==> config.mk <==
export PLATFORM = sky130hd
export DESIGN_NAME = dpd_lut_cfg_master
export DESIGN_NICKNAME = d
export VERILOG_FILES = /design/src/rtl/dpd_lut_cfg_master.sv
export SDC_FILE = /design/constraint.sdc
export NUM_CORES = 1
export LEC_CHECK = 0
export CORE_ASPECT_RATIO = 2
export CORE_MARGIN = 3
export CORE_UTILIZATION = 45
export CTS_BUF_LIST = sky130_fd_sc_hd__clkbuf_16
export DETAILED_ROUTE_END_ITERATION = 6
export PLACE_DENSITY_LB_ADDON = 0.3
export SLEW_MARGIN = 30
export SYNTH_ARGS = -nofsm -noshare
export SYNTH_HDL_FRONTEND = slang
export SYNTH_SLANG_ARGS = --single-unit
==> constraint.sdc <==
create_clock -name clk -period 4.5 [get_ports clk]
set_input_delay 0.675 -clock clk [delete_from_list [all_inputs] [get_ports clk]]
set_output_delay 0.675 -clock clk [all_outputs]
set_load 0.01 [all_outputs]
==> src/rtl/dpd_lut_cfg_master.sv <==
// DPD LUT configuration master.
// Turns write/read burst commands into single-word accesses on a LUT config
// port (enc/wec/addrc/dinc/doutc). Read data returns through a small FIFO
// whose occupancy, including reads still in flight, throttles read issue.
module dpd_lut_cfg_master #(
    parameter int I_DELAY_MAX = 8,
    parameter int DATA_WIDTH  = 32,
    parameter int ADDR_WIDTH  = 10,
    parameter int RD_LATENCY  = 3,
    parameter int FIFO_DEPTH  = 4
) (
    input  logic                           clk,
    input  logic                           rst_n,
    input  logic                           cmd_valid,
    output logic                           cmd_ready,
    input  logic                           cmd_write,
    input  logic [$clog2(I_DELAY_MAX)-1:0] cmd_lut,
    input  logic [ADDR_WIDTH-1:0]          cmd_addr,
    input  logic [ADDR_WIDTH:0]            cmd_len,
    input  logic                           wr_valid,
    output logic                           wr_ready,
    input  logic [DATA_WIDTH-1:0]          wr_data,
    output logic                           rd_valid,
    input  logic                           rd_ready,
    output logic [DATA_WIDTH-1:0]          rd_data,
    output logic                           enc,
    output logic                           wec,
    output logic [I_DELAY_MAX-1:0]         lutIdc,
    output logic [ADDR_WIDTH-1:0]          addrc,
    output logic [DATA_WIDTH-1:0]          dinc,
    input  logic [DATA_WIDTH-1:0]          doutc,
    output logic                           busy,
    output logic                           done,
    output logic                           err
);
    localparam int LUT_W = $clog2(I_DELAY_MAX);
    localparam int PTR_W = (FIFO_DEPTH > 1) ? $clog2(FIFO_DEPTH) : 1;
    localparam int CNT_W = $clog2(FIFO_DEPTH + 1);
    localparam int OCC_W = $clog2(FIFO_DEPTH + RD_LATENCY + 2);

    typedef enum logic [2:0] {IDLE, WRITE, READ, DRAIN, DONE} state_t;

    state_t                  state_q, state_d;
    logic [ADDR_WIDTH-1:0]   addr_q, addr_d;
    logic [ADDR_WIDTH:0]     cnt_q, cnt_d;
    logic                    enc_q, enc_d, wec_q, wec_d;
    logic                    busy_q, busy_d, done_q, done_d, err_q, err_d;
    logic [I_DELAY_MAX-1:0]  lut_q, lut_d;
    logic [ADDR_WIDTH-1:0]   addrc_q, addrc_d;
    logic [DATA_WIDTH-1:0]   dinc_q, dinc_d;
    logic [RD_LATENCY-1:0]   rd_sr_q, rd_sr_d;
    logic [DATA_WIDTH-1:0]   fifo_mem_q [FIFO_DEPTH];
    logic [PTR_W-1:0]        wr_ptr_q, wr_ptr_d, rd_ptr_q, rd_ptr_d;
    logic [CNT_W-1:0]        count_q, count_d;
    logic [I_DELAY_MAX-1:0]  cmd_oh;
    logic [OCC_W-1:0]        inflight;
    logic                    push, pop, issue_ok;

    // One-hot decode of the requested LUT; an out-of-range index decodes to zero.
    for (genvar gi = 0; gi < I_DELAY_MAX; gi++) begin : g_oh
        assign cmd_oh[gi] = (cmd_lut == LUT_W'(gi));
    end

    // Read-valid shift register: stage 0 sees the read visible on the port now.
    assign rd_sr_d[0] = enc_q & ~wec_q;
    for (genvar gi = 1; gi < RD_LATENCY; gi++) begin : g_sr
        assign rd_sr_d[gi] = rd_sr_q[gi-1];
    end

    function automatic logic [PTR_W-1:0] ptr_inc(input logic [PTR_W-1:0] p);
        return (p == PTR_W'(FIFO_DEPTH - 1)) ? '0 : p + PTR_W'(1);
    endfunction

    // Words already promised to the FIFO: stored, in the pipe, or on the port.
    always_comb begin
        inflight = OCC_W'(count_q) + OCC_W'(rd_sr_d[0]);
        for (int i = 0; i < RD_LATENCY; i++) begin
            inflight = inflight + OCC_W'(rd_sr_q[i]);
        end
    end

    assign issue_ok = (inflight < OCC_W'(FIFO_DEPTH));
    assign push     = rd_sr_q[RD_LATENCY-1];
    assign pop      = (count_q != '0) & rd_ready;

    // Read-return FIFO pointer and occupancy update; push and pop may coincide.
    always_comb begin
        wr_ptr_d = push ? ptr_inc(wr_ptr_q) : wr_ptr_q;
        rd_ptr_d = pop  ? ptr_inc(rd_ptr_q) : rd_ptr_q;
        count_d  = count_q + CNT_W'(push) - CNT_W'(pop);
    end

    // Next-state and next-output logic for the burst sequencer.
    always_comb begin
        state_d = state_q;
        addr_d  = addr_q;
        cnt_d   = cnt_q;
        lut_d   = lut_q;
        enc_d   = 1'b0;
        wec_d   = 1'b0;
        addrc_d = addrc_q;
        dinc_d  = dinc_q;
        busy_d  = busy_q;
        done_d  = 1'b0;
        err_d   = 1'b0;
        case (state_q)
            IDLE: begin
                if (cmd_valid) begin
                    addr_d = cmd_addr;
                    cnt_d  = cmd_len;
                    if (cmd_len == '0 || cmd_oh == '0) begin
                        state_d = DONE;
                        done_d  = 1'b1;
                        err_d   = 1'b1;
                    end else begin
                        state_d = cmd_write ? WRITE : READ;
                        lut_d   = cmd_oh;
                        busy_d  = 1'b1;
                    end
                end
            end
            WRITE: begin
                // Stay one cycle after the last issue so its enc is seen in WRITE.
                if (cnt_q == '0) begin
                    state_d = DONE;
                    done_d  = 1'b1;
                    busy_d  = 1'b0;
                    lut_d   = '0;
                end else if (wr_valid) begin
                    enc_d   = 1'b1;
                    wec_d   = 1'b1;
                    addrc_d = addr_q;
                    dinc_d  = wr_data;
                    addr_d  = addr_q + ADDR_WIDTH'(1);
                    cnt_d   = cnt_q - (ADDR_WIDTH+1)'(1);
                end
            end
            READ: begin
                if (cnt_q == '0) begin
                    state_d = DRAIN;
                end else if (issue_ok) begin
                    enc_d   = 1'b1;
                    addrc_d = addr_q;
                    addr_d  = addr_q + ADDR_WIDTH'(1);
                    cnt_d   = cnt_q - (ADDR_WIDTH+1)'(1);
                end
            end
            DRAIN: begin
                if (rd_sr_q == '0 && count_q == '0) begin
                    state_d = DONE;
                    done_d  = 1'b1;
                    busy_d  = 1'b0;
                    lut_d   = '0;
                end
            end
            DONE: begin
                state_d = IDLE;
            end
            default: begin
                state_d = IDLE;
            end
        endcase
    end

    // Sequencer state and registered config-port / status outputs.
    always_ff @(posedge clk or negedge rst_n) begin
        if (!rst_n) begin
            state_q <= IDLE;
            addr_q  <= '0;
            cnt_q   <= '0;
            lut_q   <= '0;
            enc_q   <= 1'b0;
            wec_q   <= 1'b0;
            addrc_q <= '0;
            dinc_q  <= '0;
            busy_q  <= 1'b0;
            done_q  <= 1'b0;
            err_q   <= 1'b0;
            rd_sr_q <= '0;
        end else begin
            state_q <= state_d;
            addr_q  <= addr_d;
            cnt_q   <= cnt_d;
            lut_q   <= lut_d;
            enc_q   <= enc_d;
            wec_q   <= wec_d;
            addrc_q <= addrc_d;
            dinc_q  <= dinc_d;
            busy_q  <= busy_d;
            done_q  <= done_d;
            err_q   <= err_d;
            rd_sr_q <= rd_sr_d;
        end
    end

    // Read-return FIFO storage; cleared on reset so rd_data reads zero.
    always_ff @(posedge clk or negedge rst_n) begin
        if (!rst_n) begin
            for (int i = 0; i < FIFO_DEPTH; i++) begin
                fifo_mem_q[i] <= '0;
            end
            wr_ptr_q <= '0;
            rd_ptr_q <= '0;
            count_q  <= '0;
        end else begin
            if (push) begin
                fifo_mem_q[wr_ptr_q] <= doutc;
            end
            wr_ptr_q <= wr_ptr_d;
            rd_ptr_q <= rd_ptr_d;
            count_q  <= count_d;
        end
    end

    assign cmd_ready = (state_q == IDLE);
    assign wr_ready  = (state_q == WRITE) && (cnt_q != '0);
    assign rd_valid  = (count_q != '0);
    assign rd_data   = fifo_mem_q[rd_ptr_q];
    assign enc       = enc_q;
    assign wec       = wec_q;
    assign lutIdc    = lut_q;
    assign addrc     = addrc_q;
    assign dinc      = dinc_q;
    assign busy      = busy_q;
    assign done      = done_q;
    assign err       = err_q;

endmodule

======== Yosys cells after proc, flatten, opt, wreduce, memory -nomap -nowiden ========
Cells that the tools add are included.
word-level totals
  flip-flop bits (word level) ............. 217
  output and inout port bits .............. 90
cells by class
  $add $sub $neg .......................... 10
  magnitude comparators ................... 4
  eq/ne operators ......................... 21
  multiplexer cells ....................... 54
  bitwise logic cells ..................... 6
  reductions and logical operators ........ 21
operators with widths
  kind                                                number
  bitwise mux 128 bit                                 1
  two-way mux 32 bit                                  3
  two-way mux 10 bit                                  9
  binary-select mux 32 bit (select 2 bit)             1
  demux 32 bit (select 2 bit)                         1
  two-way mux 11 bit                                  5
  one-hot mux 11 bit (3 select lines)                 1
  two-way mux 8 bit                                   4
  one-hot mux 10 bit (3 select lines)                 1
  one-hot mux 8 bit (3 select lines)                  1
  zero test 11 bit                                    2
  one-hot mux 10 bit (2 select lines)                 1
  inequality test 2 bit, second input constant        9
  two-way mux 3 bit                                   5
  two-way mux 1 bit                                   14
  adder 4 x 1 -> 4 bit                                3
  == test 3 x 2 -> 1 bit, second input constant       4
  == test 3 bit, second input constant                4
  zero test 3 bit                                     4
  one-hot mux 3 bit (4 select lines)                  1
  nonzero test 11 bit                                 1
  subtractor 11 x 1 -> 11 bit, second input constant  1
  adder 10 x 1 -> 10 bit, second input constant       1
  AND reduction 5 bit                                 2
  23 further kinds                                    37

======== Logic depth before layout (Yosys ltp) ========
  depth after elaboration ................. 10
  mapped depth ............................ 9
  gate-level depth less buffers ........... 9

======== Worst setup path before layout ========
Ideal clock, no wire load.
  path type ............................... register to register
  start ................................... reg enc_q (netlist: enc)
  end ..................................... reg addrc_q[0] (netlist: addrc[0])
  library setup time ...................... 125 ps
  arrival ................................. 2366 ps
  required time ........................... 4375 ps
  slack ................................... 2009 ps
  stages on the path, launching flop included .. 9
  clock period less this slack ............ 2491 ps
  path through ............................ dfrtp_1 nor2b_1 fa_1 ha_1 a211oi_1 nand4_1 a211o_1 buf_6 mux2_2
on the way
  word-level cells in the longest chain between the ends .. 8
ends and longest elaborated chain
  element                            RTL line  text
  from (decl)                        46        logic enc_q, enc_d, wec_q, wec_d;
  from (signal assigned)             185       enc_q <= enc_d;
  AND 1 bit                          65        assign rd_sr_d[0] = enc_q & ~wec_q;
  via rd_sr_d[0]                     51        logic [RD_LATENCY-1:0] rd_sr_q, rd_sr_d;
  adder 3 x 1 -> 4 bit               76        inflight = OCC_W'(count_q) + OCC_W'(rd_sr_d[0]);
  adder 4 x 1 -> 4 bit (3 in a row)  78        inflight = inflight + OCC_W'(rd_sr_q[i]);
  < comparator 4 x 3 -> 1 bit        82        assign issue_ok = (inflight < OCC_W'(FIFO_DEPTH));
  inequality test 2 bit (no line)    --
  AND reduction 5 bit (no line)      --
  to (signal assigned)               187       addrc_q <= addrc_d;
  to (decl)                          49        logic [ADDR_WIDTH-1:0] addrc_q, addrc_d;
The timed path passes the listed nets, and every way through them passes these cells.
A chain may end at the register's enable or synchronous reset.

======== Worst setup path after layout ========
  start ................................... reg rd_ptr_q[0]
  end ..................................... out rd_data[9]
on the way
  word-level cells in the longest chain between the ends .. 4
ends and longest elaborated chain
  element                                                RTL line  text
  from (decl)                                            53        logic [PTR_W-1:0] wr_ptr_q, wr_ptr_d, rd_ptr_q, rd_ptr_d;
  from (signal assigned)                                 210       rd_ptr_q <= rd_ptr_d;
  NOT 2 -> 3 bit (not written as such)                   218       assign rd_data = fifo_mem_q[rd_ptr_q];
  binary-select mux 32 bit (select 2 bit)                218
  two-way mux 32 bit (not written as such) (2 in a row)  218
  to (decl)                                              25        output logic [DATA_WIDTH-1:0] rd_data,
No other way between the ends. The select of a mux whose other input is x is not followed.

==> summary.txt <==
Detailed routing
  – Detailed-route via count: 6450
  – Via density: 5.56
  – Metal3 WL: 1260 um
  – DR WL/cell: about 19 um
  – Total Wirelength: approximately 22000 um
  – Met1 wire length: just over 8000 um
  – Top Layer Used: met4
  – Met2 WL: approximately 12000 um
  – Residual DRC count: 0
  – DRT Pass-1 Iters: 5
  – Antenna-violating nets left: 0
  – 1st-iter DRT viols: 285

Clocking
  – H-tree levels: 1
  – Cts hold-fix bufs: 0
  – Post-CTS setup buffer count: 0
  – Clock transition at the registers of the reported paths: 0.06 ns
  – CTS buffer count: 21
  – CTS Buffer Depth: 3
  – CTS tree: built
  – CTS Root Cell: clkbuf_16
  – Skew-Pair Late Insertion Delay: 0.50 ns
  – Clk sinks: 217
  – CTS resizes: 0

STA
  – Final period utilization: 0.739
  – Tmin final: 3.32 ns
  – Setup TNS: 0 ns
  – Fmax: 0.301 GHz
  – Worst hold slack: 0.101 ns
  – Clock skew: around 0.022 ns
  – Fin. max-slew vios: 0
  – RSZ-0062 raised after global routing: false
  – Slew HR: 0.403
  – Fin. Hold Viols: 0
  – Worst-Margin Slew: 0.895 ns
  – Setup violators final: 0

Synthesis
  – YS warnings: 0
  – Commonest cells in the netlist: 217 x dfrtp_1, 179 x mux2_2, 32 x mux4_2, 32 x o21ai_0, 30 x nand2_1
  – Ys flop type: dfrtp_1
  – Synthesis-stage register bit count: 217
  – Syn Std Cell Area: 0.00984 mm2
  – Most frequent cell after synthesis: dfrtp_1
  – Top cell type's share of synthesized area: 0.552
  – Sequential area share after synthesis: 0.552
  – Syn Area/Cell: 14.1 um2
  – FFs w/ async S/R, synth: 1.00
  – Syn Inst Count: 699
  – Post-synth cell types: 55
  – Synth area leader: dfrtp_1
  – Post-synth EDFFs: 0
  – Syn_nets: roughly 810
  – Main area contributors after synthesis: dfrtp_1 55%, mux2_2 20%, mux4_2 7.3%, o21ai_0 1.6%, ha_1 1.5%

Power
  – Lkg Pwr: 5.22 nW
  – Combinational share of power: 0.451
  – Power Dens Cells: roughly 750 mW/mm2
  – P_int: 6.36 mW
  – Clock share of power: 0.172
  – Psw: 3.08 mW
  – Sw frac: 0.326
  – Power share of the sequential group: 0.377
  – Max VDD drop: about 0.49 mV

Floorplanning
  – IO Pins: 184
  – Rows: 75
  – Die X: 111 um
  – Full die area: 0.0238 mm2
  – Core area: 0.0212 mm2
  – Die Span Y: 215 um
  – Effective utilization at floorplan: 0.464

Place
  – Placed instance count: 1123
  – DP HPWL: roughly 15000 um
  – I/O Buffers: 183
  – Gpl congestion: 0.840

Worst setup path
  – Crit Path Max Fanout: 19
  – Critical path class: reg -> out
  – R2R setup slack: 1.57 ns
  – Critical Path Start Type: register
  – Reg-to-reg endpoint: cnt_q[1]
  – Critical Path RT: 3.83 ns
  – Crit path arrival time: 2.65 ns
  – Critical path capture point type: output pin
  – Reg-to-reg critical path startpoint: enc
  – Reg2Reg Depth: 9

Cells and area
  – Nets: 986
  – P&R area growth vs syn: 27.7%
  – Diode count: 0
  – Fillers: 1776
  – Layout Cells excl Fill: 1160
  – Fraction of layout cells with a size suffix above 1: 0.302

Global route
  – Number of global-route vias before repair: 7053
  – Global Route Usage Sum: 0.186
  – Global route overflow: 0
  – Pin count of the biggest net entering global routing: 120
  – First-pass GRT wire length: 36300 um
  – Antenna violations before repair: 0

Run status
  – Outcome: finished clean

Min path
  – Type of the tightest min-delay check: in -> async

Run
  – Max_cap viols: 0
power groups by stage:
stage	Combinational [mW]	Clock [mW]	Sequential, mW
2_1_floorplan	2.66	0	3.45
3_3_place_gp	4.21	0	3.57
3_5_place_dp	4.31	0	3.61
4_1_cts	4.32	1.68	3.58
5_1_grt	4.60	1.76	3.71
6_report	4.26	1.62	3.57
critical path: stages (launching register included):
cell and delay, ns:
dfrtp_2 0.76, buf_4 0.34, mux4_2 0.54, clkdlybuf4s50_1 0.49
state kept, by name (all words and copies together) (netlist names), 3 cells and up:
name        cells
lutIdc          8
dinc           32
cnt_q          11
count_q         3
addrc          10
rd_sr_q         3
state_q         3
addr_q         10
fifo_mem_q    128
cell families (layout without fill, tap and decap cells):
family | after synthesis | in the layout | share of synthesized area
DFF | 217 | 217 | 0.552
muxes | 212 | 212 | 0.279
and+or+nand+nor | 101 | 101 | 0.0572
AOI/OAI and AO/OA | 95 | 95 | 0.0619
buffers and inverters | 58 | 250 | 0.0285
adders and majority gates | 14 | 14 | 0.0193
xor gates and xnor gates | 2 | 2 | 0.00178
placed cells by master, fill, tap and decap left out, drive strengths merged, types with 3 or more instances in the layout:
| master | n |
|---|---|
| clkbuf | 21 |
| ha | 12 |
| clkinv | 8 |
| dfrtp | 217 |
| nor4 | 5 |
| buf | 14 |
| inv | 24 |
| nor3b | 4 |
| nand2b | 7 |
| nand4 | 5 |
| a21o | 4 |
| nor2 | 20 |
| nor3 | 8 |
| o22ai | 4 |
| o21ai | 32 |
| or3 | 3 |
| a21oi | 19 |
| nand2 | 31 |
| a31oi | 14 |
| mux2 | 179 |
| o31ai | 3 |
| nand3 | 9 |
| mux4 | 32 |
| clkdlybuf4s50 | 182 |
| a211o | 3 |
per-layer routing:
metal | global-route usage | vias to the layer above
met4 | 0.0740 | 0
met1 | 0.203 | 3303
met3 | 0.0425 | 35
li1 | - | 2925
met5 | 0 | -
met2 | 0.345 | 187
metrics by stage:
| stage | instance area, um2 | power [mW] | utilization | worst slack (ns) |
|---|---|---|---|---|
| floorplan | 9840 | 6.11 | - | 2.01 |
| global placement | 11900 | 7.78 | 0.561 | 1.63 |
| detailed placement | 11900 | 7.92 | 0.562 | 1.60 |
| CTS | 12500 | 9.59 | 0.591 | 1.06 |
| global route | 12600 | 10.1 | 0.592 | 0.994 |
| finish | 12600 | 9.45 | 0.592 | 1.18 |
cell type report:
class | instances | area, um2 | share of cell area
Timing Repair Buffer | 196 | 1970 | 0.157
Sequential cell | 217 | 5430 | 0.432
Inverter | 18 | 67.6 | 0.00538
Clock buffer | 21 | 526 | 0.0418
Clock inverter | 15 | 92.6 | 0.00737
Multi-Input combinational cell | 424 | 4140 | 0.329
Tap cell | 269 | 337 | 0.0268
worst max path at each step:
stage,from,to
floorplan,enc,addrc[0]
global placement,rd_ptr_q[0],rd_data[4]
detailed placement,enc,cnt_q[1]
CTS,rd_ptr_q[0],rd_data[9]
global route,rd_ptr_q[0],rd_data[22]
finish,rd_ptr_q[0],rd_data[9]
(Power assumes the default switching activity.)
